<file path="src/rtl/mem_access_unit.sv">
// mem_access_unit: MEM-stage load/store initiator on a single-outstanding
// req/ack data bus. Checks alignment, builds byte strobes and replicated
// store data, stalls the pipeline until ack, and returns extended load data.
// Optional feature macro: LSU_TIMEOUT_EN (abort a bus request after
// TIMEOUT_CYCLES REQ cycles without ack and report bus_err).
module mem_access_unit #(
  parameter int TIMEOUT_CYCLES = 255
) (
  input  logic        clk,
  input  logic        resetn,
  input  logic        req_valid,
  input  logic [5:0]  op,
  input  logic [31:0] addr,
  input  logic [31:0] wdata,
  output logic        stall,
  output logic        done,
  output logic [31:0] rdata,
  output logic        adel,
  output logic        ades,
  output logic        bus_err,
  output logic        bus_req,
  output logic        bus_wr,
  output logic [31:0] bus_addr,
  output logic [3:0]  bus_wstrb,
  output logic [31:0] bus_wdata,
  input  logic        bus_ack,
  input  logic [31:0] bus_rdata
);

  // MIPS primary opcodes for the supported loads and stores
  localparam logic [5:0] OP_LB  = 6'h20;
  localparam logic [5:0] OP_LH  = 6'h21;
  localparam logic [5:0] OP_LW  = 6'h23;
  localparam logic [5:0] OP_LBU = 6'h24;
  localparam logic [5:0] OP_LHU = 6'h25;
  localparam logic [5:0] OP_SB  = 6'h28;
  localparam logic [5:0] OP_SH  = 6'h29;
  localparam logic [5:0] OP_SW  = 6'h2B;

  typedef enum logic [1:0] {S_IDLE, S_REQ, S_DONE} state_t;

  state_t      r_state;
  logic        r_done;
  logic [31:0] r_rdata;
  logic        r_adel;
  logic        r_ades;
  logic        r_bus_req;
  logic        r_bus_wr;
  logic [31:0] r_bus_addr;
  logic [3:0]  r_bus_wstrb;
  logic [31:0] r_bus_wdata;
  logic [5:0]  r_op;
  logic [1:0]  r_off;

  logic        w_is_load;
  logic        w_is_store;
  logic        w_aligned;
  logic [3:0]  w_wstrb;
  logic [31:0] w_wdata;
  logic        w_mem_op;

  // Select the addressed byte/halfword lane and extend it per load type
  function automatic logic [31:0] f_load_ext(input logic [5:0] i_op,
                                             input logic [1:0] i_off,
                                             input logic [31:0] i_d);
    logic [7:0]  v_b;
    logic [15:0] v_h;
    logic [31:0] v_r;
    case (i_off)
      2'd0:    v_b = i_d[7:0];
      2'd1:    v_b = i_d[15:8];
      2'd2:    v_b = i_d[23:16];
      default: v_b = i_d[31:24];
    endcase
    v_h = i_off[1] ? i_d[31:16] : i_d[15:0];
    case (i_op)
      OP_LB:   v_r = {{24{v_b[7]}}, v_b};
      OP_LBU:  v_r = {24'd0, v_b};
      OP_LH:   v_r = {{16{v_h[15]}}, v_h};
      OP_LHU:  v_r = {16'd0, v_h};
      OP_LW:   v_r = i_d;
      default: v_r = 32'd0;
    endcase
    return v_r;
  endfunction

  // Decode opcode class, alignment, strobes and replicated store data
  always_comb begin
    w_is_load  = 1'b0;
    w_is_store = 1'b0;
    w_aligned  = 1'b1;
    w_wstrb    = 4'b0000;
    w_wdata    = 32'd0;
    case (op)
      OP_LB, OP_LBU: w_is_load = 1'b1;
      OP_LH, OP_LHU: begin
        w_is_load = 1'b1;
        w_aligned = ~addr[0];
      end
      OP_LW: begin
        w_is_load = 1'b1;
        w_aligned = (addr[1:0] == 2'b00);
      end
      OP_SB: begin
        w_is_store = 1'b1;
        w_wstrb    = 4'b0001 << addr[1:0];
        w_wdata    = {4{wdata[7:0]}};
      end
      OP_SH: begin
        w_is_store = 1'b1;
        w_aligned  = ~addr[0];
        w_wstrb    = addr[1] ? 4'b1100 : 4'b0011;
        w_wdata    = {2{wdata[15:0]}};
      end
      OP_SW: begin
        w_is_store = 1'b1;
        w_aligned  = (addr[1:0] == 2'b00);
        w_wstrb    = 4'b1111;
        w_wdata    = wdata;
      end
      default: ;
    endcase
  end

  assign w_mem_op = req_valid & (w_is_load | w_is_store);

`ifdef LSU_TIMEOUT_EN
  localparam logic [15:0] LP_TO_M1 = 16'(TIMEOUT_CYCLES - 1);
  logic [15:0] r_cnt;
  logic        r_bus_err;
  assign bus_err = r_bus_err;
`else
  logic w_unused_param;
  assign w_unused_param = ^(16'(TIMEOUT_CYCLES));
  assign bus_err = 1'b0;
`endif

  // Control FSM with registered bus fields and result flags
  always_ff @(posedge clk or negedge resetn) begin
    if (!resetn) begin
      r_state     <= S_IDLE;
      r_done      <= 1'b0;
      r_rdata     <= 32'd0;
      r_adel      <= 1'b0;
      r_ades      <= 1'b0;
      r_bus_req   <= 1'b0;
      r_bus_wr    <= 1'b0;
      r_bus_addr  <= 32'd0;
      r_bus_wstrb <= 4'b0000;
      r_bus_wdata <= 32'd0;
      r_op        <= 6'd0;
      r_off       <= 2'd0;
`ifdef LSU_TIMEOUT_EN
      r_cnt       <= 16'd0;
      r_bus_err   <= 1'b0;
`endif
    end else begin
      case (r_state)
        S_IDLE: begin
          if (w_mem_op) begin
            if (w_aligned) begin
              r_state     <= S_REQ;
              r_bus_req   <= 1'b1;
              r_bus_wr    <= w_is_store;
              r_bus_addr  <= {addr[31:2], 2'b00};
              r_bus_wstrb <= w_wstrb;
              r_bus_wdata <= w_wdata;
              r_op        <= op;
              r_off       <= addr[1:0];
`ifdef LSU_TIMEOUT_EN
              r_cnt       <= 16'd0;
`endif
            end else begin
              // Misaligned: report the fault without touching the bus
              r_state <= S_DONE;
              r_done  <= 1'b1;
              r_adel  <= w_is_load;
              r_ades  <= w_is_store;
            end
          end
        end
        S_REQ: begin
          if (bus_ack) begin
            r_state     <= S_DONE;
            r_done      <= 1'b1;
            r_rdata     <= r_bus_wr ? 32'd0 : f_load_ext(r_op, r_off, bus_rdata);
            r_bus_req   <= 1'b0;
            r_bus_wr    <= 1'b0;
            r_bus_addr  <= 32'd0;
            r_bus_wstrb <= 4'b0000;
            r_bus_wdata <= 32'd0;
          end
`ifdef LSU_TIMEOUT_EN
          else if (r_cnt == LP_TO_M1) begin
            r_state     <= S_DONE;
            r_done      <= 1'b1;
            r_bus_err   <= 1'b1;
            r_rdata     <= 32'd0;
            r_bus_req   <= 1'b0;
            r_bus_wr    <= 1'b0;
            r_bus_addr  <= 32'd0;
            r_bus_wstrb <= 4'b0000;
            r_bus_wdata <= 32'd0;
          end else begin
            r_cnt <= r_cnt + 16'd1;
          end
`endif
        end
        default: begin
          // Result is visible for exactly one cycle, then cleared
          r_state <= S_IDLE;
          r_done  <= 1'b0;
          r_rdata <= 32'd0;
          r_adel  <= 1'b0;
          r_ades  <= 1'b0;
`ifdef LSU_TIMEOUT_EN
          r_bus_err <= 1'b0;
`endif
        end
      endcase
    end
  end

  assign stall     = ((r_state == S_IDLE) & w_mem_op) | (r_state == S_REQ);
  assign done      = r_done;
  assign rdata     = r_rdata;
  assign adel      = r_adel;
  assign ades      = r_ades;
  assign bus_req   = r_bus_req;
  assign bus_wr    = r_bus_wr;
  assign bus_addr  = r_bus_addr;
  assign bus_wstrb = r_bus_wstrb;
  assign bus_wdata = r_bus_wdata;

endmodule

</file>
<file path="config.mk">
export PLATFORM = sky130hd
export DESIGN_NAME = mem_access_unit
export DESIGN_NICKNAME = d
export VERILOG_FILES = /design/src/rtl/mem_access_unit.sv
export SDC_FILE = /design/constraint.sdc
export NUM_CORES = 1
export LEC_CHECK = 0
export BUFFER_PORTS_ARGS = -buffer_cell sky130_fd_sc_hd__buf_2
export CELL_PAD_IN_SITES_DETAIL_PLACEMENT = 0
export CELL_PAD_IN_SITES_GLOBAL_PLACEMENT = 1
export CORE_MARGIN = 2
export CORE_UTILIZATION = 30
export DETAILED_ROUTE_END_ITERATION = 8
export GPL_ROUTABILITY_DRIVEN = 0
export PLACE_DENSITY_LB_ADDON = 0.2
export SLEW_MARGIN = 15
export SYNTH_ARGS = -nofsm -noshare
export SYNTH_HDL_FRONTEND = slang
export SYNTH_SLANG_ARGS = --single-unit
export TNS_END_PERCENT = 50
</file>
<file path="constraint.sdc">
create_clock -name clk -period 2.1 [get_ports clk]
set_input_delay 0.21 -clock clk [delete_from_list [all_inputs] [get_ports clk]]
set_output_delay 0.21 -clock clk [all_outputs]
set_load 0.01 [all_outputs]
</file>
== After elaboration in Yosys (flattened, before gate mapping) ==
Cells that the tools add are included.

* Equal/unequal tests: 20
* Bitwise gates (word level): 7
* Reductions and logical operators: 14
* Mux-type cells: 44
* Shifts and indexed selects: 1

{| class="wikitable"
|+ Operators with widths
! cell !! number
|-
| two-way mux 32 bit || 7
|-
| one-hot mux 32 bit (2 select lines) || 3
|-
| one-hot mux 32 bit (5 select lines) || 1
|-
| one-hot mux 32 bit (3 select lines) || 1
|-
| equality test 6 bit (second input constant) || 13
|-
| one-hot mux 8 bit (3 select lines) || 1
|-
| two-way mux 16 bit || 1
|-
| two-way mux 4 bit || 4
|-
| two-way mux 1 bit || 14
|-
| one-hot mux 1 bit (2 select lines) || 6
|-
| one-hot mux 4 bit (3 select lines) || 1
|-
| AND reduction 3 bit || 3
|-
| != test 2 bit (second input constant) || 4
|-
| one-hot mux 4 bit (2 select lines) || 1
|-
| zero test 2 bit || 3
|-
| two-way mux 2 bit || 3
|-
| OR reduction 3 bit || 2
|-
| OR reduction 5 bit || 1
|-
| equality test 2 x 1 -> 1 bit (second input constant) || 2
|-
| one-hot mux 2 bit (2 select lines) || 1
|-
| AND reduction 2 bit || 2
|-
| AND reduction 4 bit || 1
|-
| << shifter 1 x 2 -> 4 bit (first input constant) || 1
|-
| NOT 1 bit || 3
|-
| other kinds (5) || 7
|}

* Register bits: 115
* Bits of input ports: 106
* Word-level logic and storage cells: 98
* Output and inout bits: 107

== Logic depth before layout (Yosys ltp) ==
Gate-level depths: netlist (run 1).

* Word-level depth: 7
* Mapped depth: 8
* Depth with buffers taken out: 4

== Least setup slack after synthesis (run 1) ==
OpenSTA, ideal clock, no wires.

* Path type: input to register
* Start point: in op[1]
* End point: reg r_off[0]
* Buffers on the path: 3
* Slack: 0.201 ns
* Arrival: 1.772 ns
* Stages on the path: 7
* Data required time: 1.972 ns
* Library setup time: 0.128 ns
* Cell sequence: buf_2 a21o_1 a211oi_4 or3b_1 buf_2 buf_6 mux2_1

* Cells in the longest elaborated chain, start to end: 6
* Elaborated cells on any way between the ends: 18
* Those cells by class: eq/ne (8); mux (3); bitwise (2); reduce/logical (5)

{| class="wikitable"
|+ RTL lines
! what !! line !! source
|-
| from (decl) || 12 || <nowiki>input logic [5:0] op,</nowiki>
|-
| equality test 6 bit || 94 || <nowiki>case (op)</nowiki>
|-
| OR reduction 5 bit (no line) or OR reduction 3 bit (tied branches) || -- ||
|-
| two-way mux 1 bit || 94 ||
|-
| OR 1 bit || 125 || <nowiki>assign w_mem_op = req_valid & (w_is_load | w_is_store);</nowiki>
|-
| bitwise AND 1 bit || 125 ||
|-
| AND reduction 3 bit (no line) * || -- ||
|-
| to (signal assigned) || 169 || <nowiki>r_off <= addr[1:0];</nowiki>
|-
| to (decl) || 53 || <nowiki>logic [1:0] r_off;</nowiki>
|}

Every way passes the cells marked *; elsewhere a longest branch is shown, timed or not.
A chain may end at the register's enable or synchronous reset.

== Final worst setup path (run 1) ==
* Start point: reg r_state[1]
* End point: reg r_rdata[31], in the netlist rdata[31]

* Cells in the longest elaborated chain, start to end: 3
* Elaborated cells on any way between the ends: 6
* Those cells by class: eq/ne (2); mux (1); bitwise (1); reduce/logical (2)

{| class="wikitable"
|+ RTL lines
! what !! line !! source
|-
| from (decl) || 42 || <nowiki>state_t r_state;</nowiki>
|-
| from (signal assigned) || 141 || <nowiki>r_state <= S_IDLE;</nowiki>
|-
| from (signal assigned) || 162 || <nowiki>r_state <= S_REQ;</nowiki>
|-
| from (signal assigned) || 175 || <nowiki>r_state <= S_DONE;</nowiki>
|-
| equality test 2 x 1 -> 1 bit or zero test 2 bit (tied branches) || 158 || <nowiki>case (r_state)</nowiki>
|-
| != test 2 bit (no line) or NOT 1 bit (tied branches) || -- ||
|-
| AND reduction 2 bit (no line) || -- ||
|-
| to (signal assigned) || 186 || <nowiki>r_rdata <= r_bus_wr ? 32'd0 : f_load_ext(r_op, r_off, bus_rdata);</nowiki>
|-
| to (decl) || 44 || <nowiki>logic [31:0] r_rdata;</nowiki>
|}

Parallel ways exist; a longest one is shown, timed or not.

==> flow_summary.yaml, run 1 <==
sta:
  period_needed_ns: 1.84
  setup_viol: 0
  skew_ns: 0.00781
  finalMaxSlewViolations: 0
  holdWs_ns: 0.0271
  min_period_over_period_pct: 87.4
  tns_ns: 0
  fmax_mhz: 545
  worstMarginPinSlew_ns: 0.548
  slew_headroom_pct: 63.4
  hold_violations: 0
  rsz0062_at_grt: "false"
worst_setup_path:
  worstPathCellList: "nand4bb_1, nor4_2, buf_4, a22oi_1, nand2_1"
  critPathMaxFanout: 16
  crit_required_ns: 2.45
  crit_type: "reg -> reg"
  rr_endpoint: "rdata[31]"
  startpoint: "r_state[1]"
  critPathTopFamily: "simple AND/OR/NAND/NOR gates"
  worst_path_largest_cell_delay_ns: 0.48
  r2r-start: "r_state[1]"
  end_kind: "register"
  cp-start-kind: "register"
  r2r_cells: 5
  cp.depth: 5
  slowest_stage: "dfrtp_1"
  path_buf_inv: 1
  cp.arrival_ns: 2.18
  regToRegSetupSlack_ns: 0.26
  endpoint: "rdata[31]"
cells_and_area:
  areaGrowthSynthToFinish_pct: 36.1
  fillers: 1822
  fin_nets: 854
  insertedDiodeCount: 0
  finalCoreUtilization_pct: 41.3
  layout-drive-gt1-share_pct: 38.2
  fin_cells: 995
worst_hold_path:
  hold_class: "in -> reg"
  holdPathStages: 3
drt:
  via_count: 5000
  drt-total-wl_mm: 17.5
  wl_per_cell_um: 17.6
  first_iter_violations: 219
  drc: 0
  vias_per_cell: 5.03
  ant_nets: 0
  firstDrtPassIters: 7
synth:
  synth_cell_types: 47
  syn_avg_cell_area_um2: 10.6
  seq_area_frac_synth_pct: 50.1
  synth_area_um2: 5640
  yosysWarnings: 0
  ys.flop_type: "dfrtp_1"
  ys_ff_latch: 113
  synth_cells: 534
  ys_async_sr_fraction_pct: 100
  synth-edff-count: 0
clock_tree:
  cts.sinks: 113
  cts.path.max_buffers: 2
  clk_latency_ns: 0.42
  cts.clk_slew.worst_paths_ns: 0.06
  cts-hold-fix-buffers: 1
  cts_tree: "done"
  cts_htree_levels: 4
  numCtsBuffers: 17
  postCtsSetupBuffers: 0
  cts_resized: 0
  cts.root.buffer_cell: "clkbuf_16"
global_routing:
  antenna_found_initial: 0
  track_usage_pct: 17.8
  grt_max_degree: 69
  grt_pass1_wl_mm: 27.9
  grt_pass1_vias: 5200
  overflow: 0
floorplanning:
  num_rows: 50
  start_util_pct: 30.4
  die_x_um: 141
  fp.dieH_um: 141
  fp.coreArea_um2: 18600
  boundaryPins: 213
  dieArea_um2: 19900
placed_design:
  io_buffers: 209
  dpl.hpwl_mm: 12.6
  dp.cells: 962
power:
  p_leak_nw: 4.34
  ir_drop_mv: 0.579
  p_per_area_nw_per_um2: 964
  power_mw: 7.40
outcome:
  outcome: "finished clean"
flow_run:
  maxCapViolCount: 0
==> how the worst min path moves through the flow <==
stage	startpoint	end	slack [ns]
4_1_cts	addr[6]	bus_addr[6]	0.005
5_1_grt	addr[9]	bus_addr[9]	0.01
2_1_floorplan	resetn	adel	-0.09
6_report	addr[18]	bus_addr[18]	0.03
3_3_place_gp	resetn	done	0.20
3_5_place_dp	resetn	done	0.20
==> Yosys cell counts, types with 4 or more instances <==
| library cell | count | area share (%) |
|---|---|---|
| a21oi_1 | 11 | 0.98 |
| a221oi_1 | 7 | 1.1 |
| a22oi_1 | 54 | 7.2 |
| buf_2 | 6 | 0.53 |
| buf_6 | 4 | 0.80 |
| clkbuf_1 | 28 | 1.9 |
| dfrtp_1 | 113 | 50 |
| inv_1 | 34 | 2.3 |
| mux2_1 | 5 | 1.0 |
| mux2_2 | 10 | 2.0 |
| mux2i_1 | 70 | 12 |
| mux4_2 | 8 | 3.2 |
| nand2_1 | 104 | 6.9 |
| nand2b_1 | 7 | 0.78 |
| nor2_1 | 5 | 0.33 |
| nor3_1 | 7 | 0.62 |
| o21ai_0 | 17 | 1.5 |
==> cell usage in the layout, fill, tap and decap left out, types with 2 or more instances in the layout <==
cell	instances
buf_4	23
mux2_2	10
clkinvlp_4	3
conb_1	3
o21ai_0	17
clkinv_2	2
nand3_1	3
bufinv_16	5
clkinv_4	2
and3_1	2
buf_12	3
buf_2	208
inv_1	34
nor4_2	2
nor2b_1	2
nand2_1	104
nor2_1	5
a21o_1	3
nand2b_1	7
nand4bb_1	2
mux2i_1	70
clkbuf_16	17
nor3_1	7
o22ai_1	2
nand3b_1	2
mux2_1	5
nor3b_1	2
a21oi_1	10
mux4_2	8
a22oi_1	54
a221oi_1	7
a211o_1	2
dfrtp_1	113
==> per-stage QoR <==
stage / setup slack (ns) / cell area (µm²)
finish: 0.264 / 7680
floorplan: 0.201 / 5650
CTS: 0.268 / 7680
global route: 0.0554 / 7680
detailed placement: 0.178 / 7010
global placement: 0.202 / 7010
==> cells by family after synthesis <==
logic type	after synthesis	share of synthesized area [%]
other cells	1	0.0665
compound gates	105	13.2
mux	93	18.6
simple gates	146	12.0
flops	113	50.1
buf+inv	76	5.92
==> tightest hold or removal path: stages <==
cell and delay, ns:
buf_2 0.09, inv_1 0.04, mux2i_1 0.05
==> state kept, by name, indices dropped and copies added, names as in the netlist <==
signal,cells
adel,1
bus_req,1
done,1
bus_addr,30
ades,1
bus_wdata,32
rdata,32
bus_wr,1
r_state,2
bus_wstrb,4
r_off,2
r_op,6
==> report_power, final <==
part,switching (mW),leakage (nW),internal (mW)
Clock,1.06,0.310,2.14
Sequential,0.207,1.52,2.48
Combinational,0.814,2.51,0.690
==> layout make-up <==
| cell class | count | area, µm² | share of cell area (%) |
|---|---|---|---|
| Sequential cell | 113 | 2830 | 36.8 |
| Multi-Input combinational cell | 347 | 2490 | 32.5 |
| Timing Repair Buffer | 235 | 1280 | 16.7 |
| Clock buffer | 19 | 443 | 5.77 |
| Tap cell | 234 | 293 | 3.81 |
| Clock inverter | 13 | 209 | 2.72 |
| Inverter | 34 | 128 | 1.66 |
==> routing by layer <==
layer / vias to the layer above / track usage [%] / routed length (µm)
met2: 186 / 29.0 / 8630
met3: 31 / 6.32 / 1370
met1: 2468 / 22.0 / 7170
met5: - / 0 / 0
met4: 0 / 6.26 / 335
li1: 2315 / - / -
Power figures use the tool's default switching activity.
==> run 2, diff against run 1 <==
--- a/config.mk
+++ b/config.mk
@@ -8,6 +8,7 @@
 export BUFFER_PORTS_ARGS = -buffer_cell sky130_fd_sc_hd__buf_2
 export CELL_PAD_IN_SITES_DETAIL_PLACEMENT = 0
 export CELL_PAD_IN_SITES_GLOBAL_PLACEMENT = 1
+export CORE_ASPECT_RATIO = 1.2
 export CORE_MARGIN = 2
 export CORE_UTILIZATION = 30
 export DETAILED_ROUTE_END_ITERATION = 8
==> flow_summary.yaml, run 2 (synthesis results as in run 1) <==
floorplanning:
  fp.dieH_um: 154
  start_util_pct: 30.8
  boundaryPins: 213
  num_rows: 54
  fp.coreArea_um2: 18300
  die_x_um: 129
  dieArea_um2: 19900
placed_design:
  dpl.hpwl_mm: 12.6
  io_buffers: 209
global_routing:
  antenna_found_initial: 0
  grt_pass1_vias: 5143
  grt_pass1_wl_mm: 28.0
  grt_max_degree: 114
  overflow: 0
  track_usage_pct: 18.2
sta:
  fmax_mhz: 529
  hold_violations: 0
  holdWs_ns: 0.0314
  period_needed_ns: 1.89
  slew_headroom_pct: 52.8
  setup_viol: 0
  tns_ns: 0
  min_period_over_period_pct: 90.0
  finalMaxSlewViolations: 0
  rsz0062_at_grt: "false"
  worstMarginPinSlew_ns: 0.709
  skew_ns: 0.0109
drt:
  vias_per_cell: 4.89
  via_count: 4956
  firstDrtPassIters: 4
  drt-total-wl_mm: 17.7
  wl_per_cell_um: 17.5
  ant_nets: 0
  drc: 0
  first_iter_violations: 305
clock_tree:
  cts_htree_levels: 4
  numCtsBuffers: 17
  cts_tree: "done"
  cts.root.buffer_cell: "clkbuf_16"
  cts.path.max_buffers: 2
  clk_latency_ns: 0.41
  cts.clk_slew.worst_paths_ns: 0.05
  cts.sinks: 113
worst_setup_path:
  critPathMaxFanout: 7
  crit_required_ns: 2.37
  slowest_stage: "mux4_2"
  worstPathCellList: "mux4_2, and4b_1, a221oi_1, o21ai_0"
  cp.arrival_ns: 2.16
  cp-start-kind: "register"
  crit_type: "reg -> reg"
  worst_path_largest_cell_delay_ns: 0.52
  end_kind: "register"
cells_and_area:
  fin_nets: 855
  insertedDiodeCount: 0
  areaGrowthSynthToFinish_pct: 35.5
  final_common_cell: "buf_2"
  layout-drive-gt1-share_pct: 38.1
  fillers: 1841
  layout_common_cells: "buf_2 (208), dfrtp_1 (113), nand2_1 (104)"
power:
  ir_drop_mv: 0.570
  p_per_area_nw_per_um2: 915
  p_leak_nw: 4.33
worst_hold_path:
  hold_class: "in -> reg"
outcome:
  outcome: "finished clean"
flow_run:
  maxCapViolCount: 0
run 2: where the power goes:
part | total, mW | switching (mW) | internal [mW]
Clock | 2.79 | 0.986 | 1.80
Combinational | 1.51 | 0.818 | 0.697
Sequential | 2.69 | 0.207 | 2.49
run 2: cell type report:
cell class / count / area [µm²] / share of cell area, %
clock buffer: 26 / 519 / 6.80
inverter: 34 / 128 / 1.67
multi-input combinational: 347 / 2500 / 32.7
timing repair buffer: 236 / 1300 / 17.1
clock inverter: 5 / 50.0 / 0.655
tap: 252 / 315 / 4.13
sequential: 113 / 2830 / 37.0
run 2: per-layer routing:
layer / wire (µm) / vias to the layer above / track usage, %
li1: - / 2306 / -
met1: 7300 / 2431 / 22.2
met2: 8810 / 193 / 30.0
met3: 1330 / 26 / 6.30
met4: 293 / 0 / 5.85
met5: 0 / - / 0
run 2: worst paths after layout:
check	startpoint	slack [ns]	cells past startpoint	end
max	r_off[1]	0.21	4	rdata[11]
min	addr[4]	0.03	3	bus_addr[4]
max reg2reg	r_off[1]	0.21	4	rdata[11]
min reg2reg	rdata[11]	0.47	2	rdata[11]
max in group asynchronous	resetn	1.12	3	rdata[6]
min in group asynchronous	resetn	0.40	3	done
run 2: repair_timing:
item | 4_1_cts | 5_1_grt
setup buffers | 0 | 0
hold buffers | 1 | 0
resized for setup | 0 | 0
endpoints found under the hold margin | 113 | 0
run 2: metrics by stage:
stage / std cells / util (%) / instance area [µm²] / power, mW / setup slack (ns)
3_3_place_gp: 981 / 38.6 / 7060 / 4.22 / 0.166
3_5_place_dp: 981 / 38.6 / 7060 / 4.26 / 0.125
5_1_grt: 1013 / 41.7 / 7640 / 7.38 / 0.0933
4_1_cts: 1013 / 41.7 / 7640 / 7.09 / 0.196
6_report: 1013 / 41.7 / 7640 / 6.99 / 0.209
2_1_floorplan: 536 / - / 5650 / 3.55 / 0.201
run 2: worst max-delay path, delay by kind of cell, from the launching register on:
family             cells  cell delay, ns
AOI/OAI and AO/OA      2            0.54
muxes                  1            0.52
DFF                    1            0.38
and+or+nand+nor        1            0.32
